## config.mk

```make
export PLATFORM = sky130hd
export DESIGN_NAME = jtopl_csr
export DESIGN_NICKNAME = d
export VERILOG_FILES = /design/src/rtl/jtopl_csr_pkg.sv /design/src/rtl/jtopl_sh_rst.sv /design/src/rtl/jtopl_csr.sv
export SDC_FILE = /design/constraint.sdc
export NUM_CORES = 1
export LEC_CHECK = 0
export BUFFER_PORTS_ARGS = -buffer_cell sky130_fd_sc_hd__buf_2
export CAP_MARGIN = 15
export CORE_MARGIN = 2
export CORE_UTILIZATION = 65
export DETAILED_ROUTE_END_ITERATION = 10
export PLACE_DENSITY_LB_ADDON = 0.12
export SLEW_MARGIN = 20
export SYNTH_ARGS = -nofsm -noshare
export SYNTH_HDL_FRONTEND = slang
export SYNTH_SLANG_ARGS = --single-unit
```

## constraint.sdc

```tcl
create_clock -name clk -period 22.4 [get_ports clk]
set_input_delay 4.48 -clock clk [delete_from_list [all_inputs] [get_ports clk]]
set_output_delay 4.48 -clock clk [all_outputs]
set_load 0.01 [all_outputs]
```

## src/rtl/jtopl_csr_pkg.sv

```systemverilog
// Operator configuration store: shared byte map.
// Offsets of the four operator bytes inside a ring slot.
package jtopl_csr_pkg;

  localparam int OPCFGW    = 32;
  localparam int MULT_MSB  = 31;
  localparam int KSLTL_MSB = 23;
  localparam int ARDR_MSB  = 15;
  localparam int SLRR_MSB  = 7;

endpackage

```

## src/rtl/jtopl_sh_rst.sv

```systemverilog
// Clock-enabled shift register with sync reset to rstval.
// Ports: clk, cen, rst, din[width] in; drop[width] = last stage.
module jtopl_sh_rst #(
  parameter int               width  = 5,
  parameter int               stages = 18,
  parameter logic [width-1:0] rstval = '0
) (
  input  logic             clk,
  input  logic             cen,
  input  logic             rst,
  input  logic [width-1:0] din,
  output logic [width-1:0] drop
);

  logic [width-1:0] r_bits [stages];

  // Reset is deliberately independent of cen.
  always_ff @(posedge clk) begin
    if (rst) begin
      for (int i = 0; i < stages; i++)
        r_bits[i] <= rstval;
    end else if (cen) begin
      r_bits[0] <= din;
      for (int i = 1; i < stages; i++)
        r_bits[i] <= r_bits[i-1];
    end
  end

  assign drop = r_bits[stages-1];

endmodule

```

## src/rtl/jtopl_csr.sv

```systemverilog
// OPL operator config ring: LEN slots of MULT, KSL/TL, AR/DR, SL/RR.
// Ports: clk, rst, cen, din, up_* group selects, update_op_I/II/IV; shift_out.
module jtopl_csr
  import jtopl_csr_pkg::*;
#(
  parameter int LEN = 18,
  parameter int W   = 32
) (
  input  logic         clk,
  input  logic         rst,
  input  logic         cen,
  input  logic [7:0]   din,
  output logic [W-1:0] shift_out,
  input  logic         up_mult,
  input  logic         up_ksl_tl,
  input  logic         up_ar_dr,
  input  logic         up_sl_rr,
  input  logic         update_op_I,
  input  logic         update_op_II,
  input  logic         update_op_IV
);

  logic [W-1:0] w_ring_in;

  // Each field is substituted when its target operator reaches
  // the pipeline stage that consumes it; mult is split over I/II.
  always_comb begin
    w_ring_in = shift_out;
    if (up_mult & update_op_I)
      w_ring_in[MULT_MSB -: 3] = din[7:5];
    if (up_mult & update_op_II)
      w_ring_in[MULT_MSB-3 -: 5] = din[4:0];
    if (up_ksl_tl & update_op_IV)
      w_ring_in[KSLTL_MSB -: 8] = din;
    if (up_ar_dr & update_op_I)
      w_ring_in[ARDR_MSB -: 8] = din;
    if (up_sl_rr & update_op_I)
      w_ring_in[SLRR_MSB -: 8] = din;
  end

  jtopl_sh_rst #(
    .width  (W),
    .stages (LEN),
    .rstval ({W{1'b0}})
  ) u_ring (
    .clk  (clk),
    .cen  (cen),
    .rst  (rst),
    .din  (w_ring_in),
    .drop (shift_out)
  );

endmodule

```

Yosys cells after proc, flatten, opt, wreduce, memory -nomap -nowiden
Memory sizes are Yosys's and may differ from the RTL's.
Cells that the tools add are included.
- multiplexer cells: 28
- bitwise gates (word level): 23
- operators with widths (kind ; count):
    two-way mux 32 bit ; 18
    two-way mux 8 bit ; 3
    OR 1 bit ; 18
    AND 1 bit ; 5
    two-way mux 1 bit ; 5
    two-way mux 5 bit ; 1
    two-way mux 3 bit ; 1
- register bits: 0
- bits in writable memories: 576
- bits of input ports: 18
- output and inout port bits: 32
- logic and storage cells: 52
- memories: 1
- memories (memory ; words ; bits a word ; rd ports ; clocked after Yosys merged registers in ; write ports ; line ; source):
    u_ring.r_bits ; 18 ; 32 ; 18 ; 0 ; 18 ; jtopl_sh_rst.sv:15 ; logic [width-1:0] r_bits [stages];

Logic depth before layout (Yosys ltp)
Gate-level depths: netlist of run 1.
- word-level depth: 4
- depth in mapped cells: 5
- gate-level depth less buffers: 2

Hierarchy
A second synthesis of run 1 with hierarchy kept.
- cell total of the unflattened synthesis: 1350
- area, all modules: 24154.4 um^2
- by module, submodules not included (module ; instances ; cells each ; area an instance (um^2)):
    jtopl_sh_rst ; 1 ; 1313 ; 23767.8
    jtopl_csr ; 1 ; 37 ; 386.6

Worst setup path before layout of run 1
OpenSTA, ideal clock, no wires.
- kind: input -> register
- from: input port rst
- to: memory u_ring.r_bits[0][0] in the netlist's numbering, enable pin
- setup time: 0.706 ns
- data arrival time: 11.350 ns
- data required time: 21.694 ns
- setup slack: 10.344 ns
- cell stages on the path: 1
- buffers on the path: 0
- path through: or2_2
- RTL lines (element ; line ; source):
    start: declaration ; jtopl_csr.sv:10 ; input logic rst,
    end: declaration ; jtopl_sh_rst.sv:15 ;

==> qor.txt, run 1 <==
biggest regs: u_ring.r_bits (576)
Pwr Density: 91.98 nW/um^2
clock latency on the worst-skew pair: 0.58 ns
vias per cell: 5.277
ANT nets after route: 0
HP Class: reg -> reg
RSZ-0062 raised after global routing: false
CTS tree: done
adder-cell share of the synthesized area: 0
Num CTS Buffers: 54
CTS resizes: 0
die area: 34,900 sq um
initial core utilization: 0.6644
proportion of synthesized area in mux cells: 0
Crit path largest cell delay: 0.95 ns
DRC violations left: 0
CP dominant cell by count: buf_4
mapped cell area: 21,730 sq um
Simple-Gate Fraction of Synth Area: 0.1652
Core Util, Final: 0.7327
Post-Syn Instances: 1,297
Post-CTS Setup Inserts: 0
endpoints failing setup: 0
Synth Area in Compound Gates: 0.02211
hpwl dp: 16.78 mm
Slew @ Worst Pin: 1.060 ns
clock transition at the registers of the reported paths: 0.06 ns
Initial DRC Count: 862
wire per inst: 17.41 um
post-synth cell types: 14
largest family of logic cells by synthesized area: simple AND/OR/NAND/NOR gates
Crit Path Category: in -> reg
first-pass GRT wire length: 50.56 mm
Worst setup EP type: register
fillcell total: 2,049
crit start category: input port
Rows: 66
routed via count: 9,614
max FFs per register: 576
Die Wd: 186.8 um
GRT Util Overall: 0.1873
Core Region: 32,700 sq um
Pins Over Slew Limit: 0
YS warnings: 0
CP Cell Sequence: buf_2 > or2_4 > buf_4 > buf_4 > buf_4
I/O Pins: 50
gr ovfl total: 0
worst path arrival time: 7.91 ns
Synth Register Bits: 576
Final Skew: 0.01457 ns
Period minus WS final: 7.712 ns
Die H: 186.8 um
Required @ worst endpoint: 22.60 ns
final hold vios: 0
Max H-tree Level: 2
syn_area_per_cell: 16.75 sq um
Clock Tree Buf Depth: 3
largest reg by FF count: u_ring.r_bits
largest net degree at the start of global routing: 315
CTS root buffer: clkbuf_16
status: finished, final reports clean
Synth Area in XOR/XNOR: 0
PortBufs: 49
Slowest cell on crit path: buf_4
f_max: 129.7 MHz
post-synthesis sequential area ratio: 0.7961
Final Routed Wirelength: 31.72 mm
Top delay family on crit path: buffers and inverters
Synthesized Nets: 1,315
initial antenna violation count: 1
Clock Sinks: 576
Max Cap Viol: 0
layout cells sized above 1: 0.1255
drt first pass iters: 5
Crit Path Max Fanout: 87
Worst VDD drop: 0.00006636 V
sum of negative setup slack: 0 ns
vias in the first global route: 9,196
period utilization: 0.3443
crit path buf inv count: 4
leakage: 0.009284 uW
worst relative slew slack: 0.2937
gpl congestion: 0.8420
hold buffers post-CTS: 0
nets@finish: 1,353
Area Overhead vs Synth: 10.29%
-- layout make-up --
class,count,area [sq um],share of cell area
clock inverters,38,289.0,0.01206
well taps,442,553.0,0.02308
diodes,1,2.502,0.0001044
repair buffers,60,364.1,0.01520
clock buffers,62,1381,0.05765
flip-flops and latches,576,17300,0.7218
multi-input cells,643,4075,0.1701
-- path summary, 6_finish.rpt --
check / startpoint / to / slack, ns / depth (start not counted)
setup / recovery: rst / u_ring.r_bits[4][3] / 14.69 / 5
hold reg to reg: u_ring.r_bits[10][30] / u_ring.r_bits[11][30] / 0.51 / 1
setup reg to reg: u_ring.r_bits[17][20] / u_ring.r_bits[0][20] / 21.11 / 2
hold / removal: u_ring.r_bits[10][30] / u_ring.r_bits[11][30] / 0.51 / 1
-- synth_stat cells, drive strengths merged --
cell type,instances,area share
edfxtp,576,0.80
and2,544,0.16
clkbuf,61,0.012
a21bo,32,0.015
a21oi,32,0.0074
nand3,32,0.0074
buf,17,0.0048
nand2b,1,0.00029
nor2b,1,0.00063
or2,1,0.00029
-- where the power goes --
group	internal, uW	switching [uW]
clock	487	372
sequential	1260	18.5
combinational	23.1	48.0
-- kinds of logic after synthesis --
family,Yosys count
buf+inv,78
simple gates,579
compound gates,64
flops,576
-- metrics by stage --
| stage | power (uW) | area, sq um | setup WS, ns | std cells | hold WS [ns] |
|---|---|---|---|---|---|
| after global routing | 2282 | 23960 | 14.34 | 1822 | 0.5237 |
| final | 2204 | 23960 | 14.69 | 1822 | 0.5111 |
| after detailed placement | 1367 | 22260 | 14.01 | 1720 | 0.5014 |
| after floorplan | 1352 | 21730 | 10.34 | 1297 | 0.4967 |
| after CTS | 2228 | 23930 | 14.66 | 1820 | 0.5080 |
| after global placement | 1365 | 22260 | 14.10 | 1720 | 0.4994 |
-- metal layers --
metal	part of all wire	up-vias	track usage	routed length, um
li1	-	4631	-	-
met1	0.47	4754	0.2870	14880
met2	0.46	159	0.2675	14530
met3	0.039	70	0.03715	1225
met4	0.034	0	0.07937	1089
met5	0	-	0	0
-- worst reg2reg max path: stages, from the launching register on --
cell      delay, ns
edfxtp_1       0.45
a21bo_2        0.25
a21oi_1        0.35
-- cell usage in the layout, fill, tap and decap left out, types with 2 or more instances in the layout --
cell / count
clkinv_1: 14
a21oi_1: 32
a21bo_2: 32
and2_1: 544
clkbuf_16: 54
clkinv_2: 17
clkinvlp_4: 2
buf_2: 49
nand3_1: 32
clkbuf_1: 8
edfxtp_1: 576
bufinv_16: 4
buf_4: 8
Note: power is estimated with default switching activity, not from simulation.
==> inputs of run 2 (changes only) <==
--- a/config.mk
+++ b/config.mk
@@ -8,7 +8,7 @@
 export BUFFER_PORTS_ARGS = -buffer_cell sky130_fd_sc_hd__buf_2
 export CAP_MARGIN = 15
 export CORE_MARGIN = 2
-export CORE_UTILIZATION = 65
+export CORE_UTILIZATION = 56
 export DETAILED_ROUTE_END_ITERATION = 10
 export PLACE_DENSITY_LB_ADDON = 0.12
 export SLEW_MARGIN = 20
==> constraint.sdc (replaced) <==
create_clock -name clk -period 6.95 [get_ports clk]
set_input_delay 1.39 -clock clk [delete_from_list [all_inputs] [get_ports clk]]
set_output_delay 1.39 -clock clk [all_outputs]
set_load 0.01 [all_outputs]
==> run 2 against run 1 <==
  * Clock skew shrank 0.0050 ns
  * Sequential share of layout area shrank 0.41 points
  * Global-route usage shrank 2.5 points
  * Register-to-register slack lost 16 ns
  * Clock power grew to 3.3 times the previous value
  * Combinational power grew to 3.3 times the previous value
  * Worst hold slack lost 0.0028 ns
  * Worst setup slack lost 11 ns
  * Critical path depth shrank 1
  * Sequential power grew to 3.2 times the previous value
  * Via count grew 0.34%
  * Critical endpoint is now u_ring.r_bits[2][9]
==> qor.txt, run 2 (synthesis gave the netlist of run 1 again) <==
status: finished, final reports clean
Final Routed Wirelength: 32.57 mm (+2.7%)
Rows: 72 (+9.1%)
leakage: 0.009277 uW (about the same)
sum of negative setup slack: 0 ns (unchanged)
crit path buf inv count: 2 (-2)
most frequent cells in the layout: edfxtp_1 (576), and2_1 (544), clkbuf_16 (57), buf_2 (49)
Crit Path Max Fanout: 111 (+28%)
gr ovfl total: 0 (unchanged)
hold buffers post-CTS: 0 (unchanged)
Max H-tree Level: 2 (unchanged)
Worst setup EP type: register
Clock Sinks: 576 (unchanged)
nets@finish: 1,355 (+0.15%)
CTS tree: done
Worst VDD drop: 0.0002245 V (+240%)
largest net degree at the start of global routing: 196 (-38%)
drt first pass iters: 4 (-1)
Slew @ Worst Pin: 0.9694 ns (-0.09017 ns)
Die Wd: 201.0 um (+7.6%)
Crit Path Category: in -> reg
largest reg by FF count: u_ring.r_bits
biggest regs: u_ring.r_bits (576)
routed via count: 9,647 (+0.34%)
gpl congestion: 0.7689 (-8.7%)
Clock Tree Buf Depth: 3 (unchanged)
die area: 40,390 sq um (+16%)
CP Cell Sequence: buf_2 > nor2b_4 > buf_4 > and2_1
f_max: 351.6 MHz
GRT Util Overall: 0.1627 (-0.02458)
Core Region: 38,470 sq um (+18%)
Post-CTS Setup Inserts: 0 (unchanged)
worst path arrival time: 3.29 ns (-4.62 ns)
Pins Over Slew Limit: 0 (unchanged)
initial core utilization: 0.5648 (-0.09958)
Required @ worst endpoint: 7.40 ns (-15.20 ns)
crit start category: input port
clock latency on the worst-skew pair: 0.59 ns (about the same)
max FFs per register: 576 (unchanged)
layout cells sized above 1: 0.1154 (-0.01007)
Final Skew: 0.009525 ns (-0.005046 ns)
vias in the first global route: 9,036 (-1.7%)
worst relative slew slack: 0.3538 (+0.06011)
DRC violations left: 0 (unchanged)
Worst Slack Setup Final: 4.106 ns (-10.58 ns)
HP Class: reg -> reg
commonest non-fill, non-tap cell in the layout: edfxtp_1
CTS resizes: 0 (unchanged)
Final Instance Area: 24,100 sq um (+0.56%)
Max Cap Viol: 0 (unchanged)
Post-DP Area: 22,400 sq um (+0.65%)
Num CTS Buffers: 57 (+5.6%)
period utilization: 0.4092
I/O Pins: 50 (unchanged)
ANT nets after route: 0 (unchanged)
initial antenna violation count: 6 (+5)
Initial DRC Count: 800 (-7.2%)
RSZ-0062 raised after global routing: false
Period minus WS final: 2.844 ns
first-pass GRT wire length: 51.00 mm (+0.89%)
Die H: 201.0 um (+7.6%)
worst slack at placement: 3.490 ns (-10.52 ns)
Pwr Density: 297.2 nW/um^2 (+220%)
PortBufs: 49 (unchanged)
hpwl dp: 17.26 mm (+2.9%)
CTS root buffer: clkbuf_16
Top delay family on crit path: simple AND/OR/NAND/NOR gates
final hold vios: 0 (unchanged)
Area Overhead vs Synth: 10.91%
wire per inst: 17.16 um (-1.4%)
Crit path largest cell delay: 0.74 ns (-0.21 ns)
endpoints failing setup: 0 (unchanged)
vias per cell: 5.083 (-3.7%)
clock transition at the registers of the reported paths: 0.06 ns (about the same)
Slowest cell on crit path: nor2b_4
## run 2: changes by cell type in the layout (fill, tap and decap cells not counted), moves of 3 or more
cell | before | now
clkinv_1 | 14 | 19
clkbuf_1 | 8 | 15
buf_4 | 8 | 5
clkinv_2 | 17 | 1
inv_6 | 0 | 3
clkbuf_16 | 54 | 57
buf_12 | 1 | 5
## run 2: final timing paths
| kind | from | endpoint | slack (ns) | depth (start not counted) |
|---|---|---|---|---|
| min | u_ring.r_bits[10][3] | u_ring.r_bits[11][3] | 0.51 | 1 |
| max | cen | u_ring.r_bits[2][9] | 4.11 | 4 |
| min reg2reg | u_ring.r_bits[10][3] | u_ring.r_bits[11][3] | 0.51 | 1 |
| max reg2reg | u_ring.r_bits[17][23] | u_ring.r_bits[0][23] | 5.55 | 2 |
## run 2: layer usage
layer / part of all wire / GRT usage
met1: 0.50 / 0.2568
met2: 0.44 / 0.2258
met3: 0.040 / 0.03166
met4: 0.024 / 0.06058
met5: 0 / 0
## run 2: through the flow
stage	hold WS, ns	instances	util	power (uW)
global route	0.5250	1896	0.6263	7426
detailed placement	0.5014	1796	0.5823	4413
CTS	0.5007	1896	0.6263	7255
floorplan	0.4967	1297	-	4336
global placement	0.4994	1796	0.5823	4405
finish	0.5083	1898	0.6264	7162
## run 2: worst register-to-register path: stages (launching register included)
cell and delay, ns:
edfxtp_1 0.42, a21bo_2 0.25, a21oi_1 0.45
## run 2: cell type report
cell class | instances | area (sq um)
tap | 518 | 648.1
clock buffer | 72 | 1483
sequential | 576 | 17300
antenna | 2 | 5.005
clock inverter | 28 | 209.0
timing repair buffer | 59 | 382.9
multi-input combinational | 643 | 4073
fill | 2795 | 14370
## run 2: where the power goes
group / internal [uW] / switching [uW] / total (uW) / leakage (uW)
Combinational: 75.6 / 156 / 232 / 0.00208
Sequential: 4050 / 59.1 / 4100 / 0.00639
Clock: 1610 / 1220 / 2830 / 0.000814
==> inputs of run 3 (changes only) <==
--- a/config.mk
+++ b/config.mk
@@ -8,7 +8,7 @@
 export BUFFER_PORTS_ARGS = -buffer_cell sky130_fd_sc_hd__buf_2
 export CAP_MARGIN = 15
 export CORE_MARGIN = 2
-export CORE_UTILIZATION = 56
+export CORE_UTILIZATION = 62
 export DETAILED_ROUTE_END_ITERATION = 10
 export PLACE_DENSITY_LB_ADDON = 0.12
 export SLEW_MARGIN = 20
==> constraint.sdc (replaced) <==
create_clock -name clk -period 2.7 [get_ports clk]
set_input_delay 0.54 -clock clk [delete_from_list [all_inputs] [get_ports clk]]
set_output_delay 0.54 -clock clk [all_outputs]
set_load 0.01 [all_outputs]
==> run 3 against run 2 <==
  * Count of clock-buffer cells in the layout is 4 lower
  * Combinational power grew to 2.7 times the previous value
  * Utilization is 7.4 points higher
==> qor.txt, run 3 (synthesis gave the netlist of run 1 again) <==
status: finished, final reports clean
die area: 36,560 sq um (-9.5%)
worst relative slew slack: 0.5520 (+0.1983)
worst path arrival time: 1.27 ns (-2.02 ns)
vias in the first global route: 9,371 (+3.7%)
initial antenna violation count: 2 (-4)
gpl congestion: 0.8851 (+15%)
HP Class: in -> reg
Final Skew: 0.01585 ns (+0.006320 ns)
Rows: 68 (-5.6%)
nets@finish: 1,366 (+0.81%)
CTS resizes: 0 (unchanged)
crit path buf inv count: 1 (-1)
Clock Tree Buf Depth: 3 (unchanged)
I/O Pins: 50 (unchanged)
endpoints failing setup: 0 (unchanged)
leakage: 0.009382 uW (+1.1%)
biggest regs: u_ring.r_bits (576)
final hold vios: 0 (unchanged)
GRT Util Overall: 0.1857 (+0.02305)
initial core utilization: 0.6289 (+0.06415)
clock transition at the registers of the reported paths: 0.06 ns (about the same)
DRC violations left: 0 (unchanged)
clock latency on the worst-skew pair: 0.60 ns (about the same)
drt first pass iters: 5 (+1)
Worst Slack Setup Final: 0.8938 ns (-3.212 ns)
PortBufs: 49 (unchanged)
vias per cell: 5.261 (+3.5%)
Core Region: 34,540 sq um (-10%)
routed via count: 9,723 (+0.79%)
crit start category: register
period utilization: 0.6690
Pins Over Slew Limit: 0 (unchanged)
Hold Slack: 0.3814 ns (-0.1269 ns)
RSZ-0062 raised after global routing: false
hold buffers post-CTS: 0 (unchanged)
Crit Path Max Fanout: 2 (-98%)
CTS tree: done
Num CTS Buffers: 56 (-1.8%)
Top delay family on crit path: flip-flops
Pwr Density: 762.5 nW/um^2 (+160%)
Required @ worst endpoint: 2.16 ns (-5.24 ns)
Area Overhead vs Synth: 11.41%
largest reg by FF count: u_ring.r_bits
layout cells sized above 1: 0.1272 (+0.01186)
wire per inst: 17.71 um (+3.2%)
largest net degree at the start of global routing: 215 (+9.7%)
Crit path largest cell delay: 0.47 ns (-0.27 ns)
worst slack at placement: 0.8243 ns (-2.665 ns)
Clock Sinks: 576 (unchanged)
Final Routed Wirelength: 32.73 mm (+0.48%)
hpwl dp: 17.98 mm (+4.2%)
Slowest cell on crit path: edfxtp_1
Crit Path Category: reg -> out
Max Cap Viol: 0 (unchanged)
Period minus WS final: 1.806 ns
fillcell total: 2,234 (-20%)
Die H: 191.2 um (-4.9%)
gr ovfl total: 0 (unchanged)
Max H-tree Level: 2 (unchanged)
Worst setup EP type: output port
Die Wd: 191.2 um (-4.9%)
Slew @ Worst Pin: 0.6719 ns (-0.2974 ns)
Initial DRC Count: 803 (+0.38%)
Worst VDD drop: 0.0006060 V (+170%)
Core Util, Final: 0.7007 (+0.07431)
CP Cell Sequence: buf_2
first-pass GRT wire length: 51.34 mm (+0.65%)
most frequent cells in the layout: edfxtp_1 (576), and2_1 (544), clkbuf_16 (56), buf_2 (49)
commonest non-fill, non-tap cell in the layout: edfxtp_1
ANT nets after route: 0 (unchanged)
Post-CTS Setup Inserts: 0 (unchanged)
f_max: 553.7 MHz
CTS root buffer: clkbuf_16
max FFs per register: 576 (unchanged)
[run 3: path summary, 6_finish.rpt]
| path | depth (start not counted) | slack, ns | startpoint | end |
|---|---|---|---|---|
| min reg2reg | 1 | 0.50 | u_ring.r_bits[16][4] | u_ring.r_bits[17][4] |
| max reg2reg | 2 | 1.52 | u_ring.r_bits[17][0] | u_ring.r_bits[0][0] |
| min | 3 | 0.38 | din[7] | u_ring.r_bits[0][7] |
| max | 1 | 0.89 | u_ring.r_bits[17][4] | shift_out[4] |
[run 3: final cells by class]
class | count | area, sq um | area share
Antenna cell | 2 | 5.005 | 0.0002068
Clock buffer | 68 | 1446 | 0.05975
Clock inverter | 33 | 255.2 | 0.01054
Multi-Input combinational cell | 643 | 4073 | 0.1683
Sequential cell | 576 | 17300 | 0.7146
Tap cell | 455 | 569.3 | 0.02352
Timing Repair Buffer | 71 | 560.5 | 0.02316
[run 3: per-layer routing]
layer	track usage	share of wire	wire length [um]
met4	0.08462	0.032	1049
met5	0	0	0
met1	0.2765	0.47	15540
met3	0.03286	0.037	1202
met2	0.2724	0.46	14940
[run 3: stage by stage]
step                      total power, uW  area [sq um]  setup TNS (ns)  std cells
after floorplan                     11160         21730        -1413.70       1297
after global placement              11370         22500               0       1745
after detailed placement            11390         22500               0       1745
after CTS                           18670         24200               0       1846
after global routing                19080         24210               0       1848
final                               18460         24210               0       1848
[run 3: where the power goes]
group          switching [uW]  internal [uW]
registers                 157          10400
clock network            3180           4090
logic                     406            220
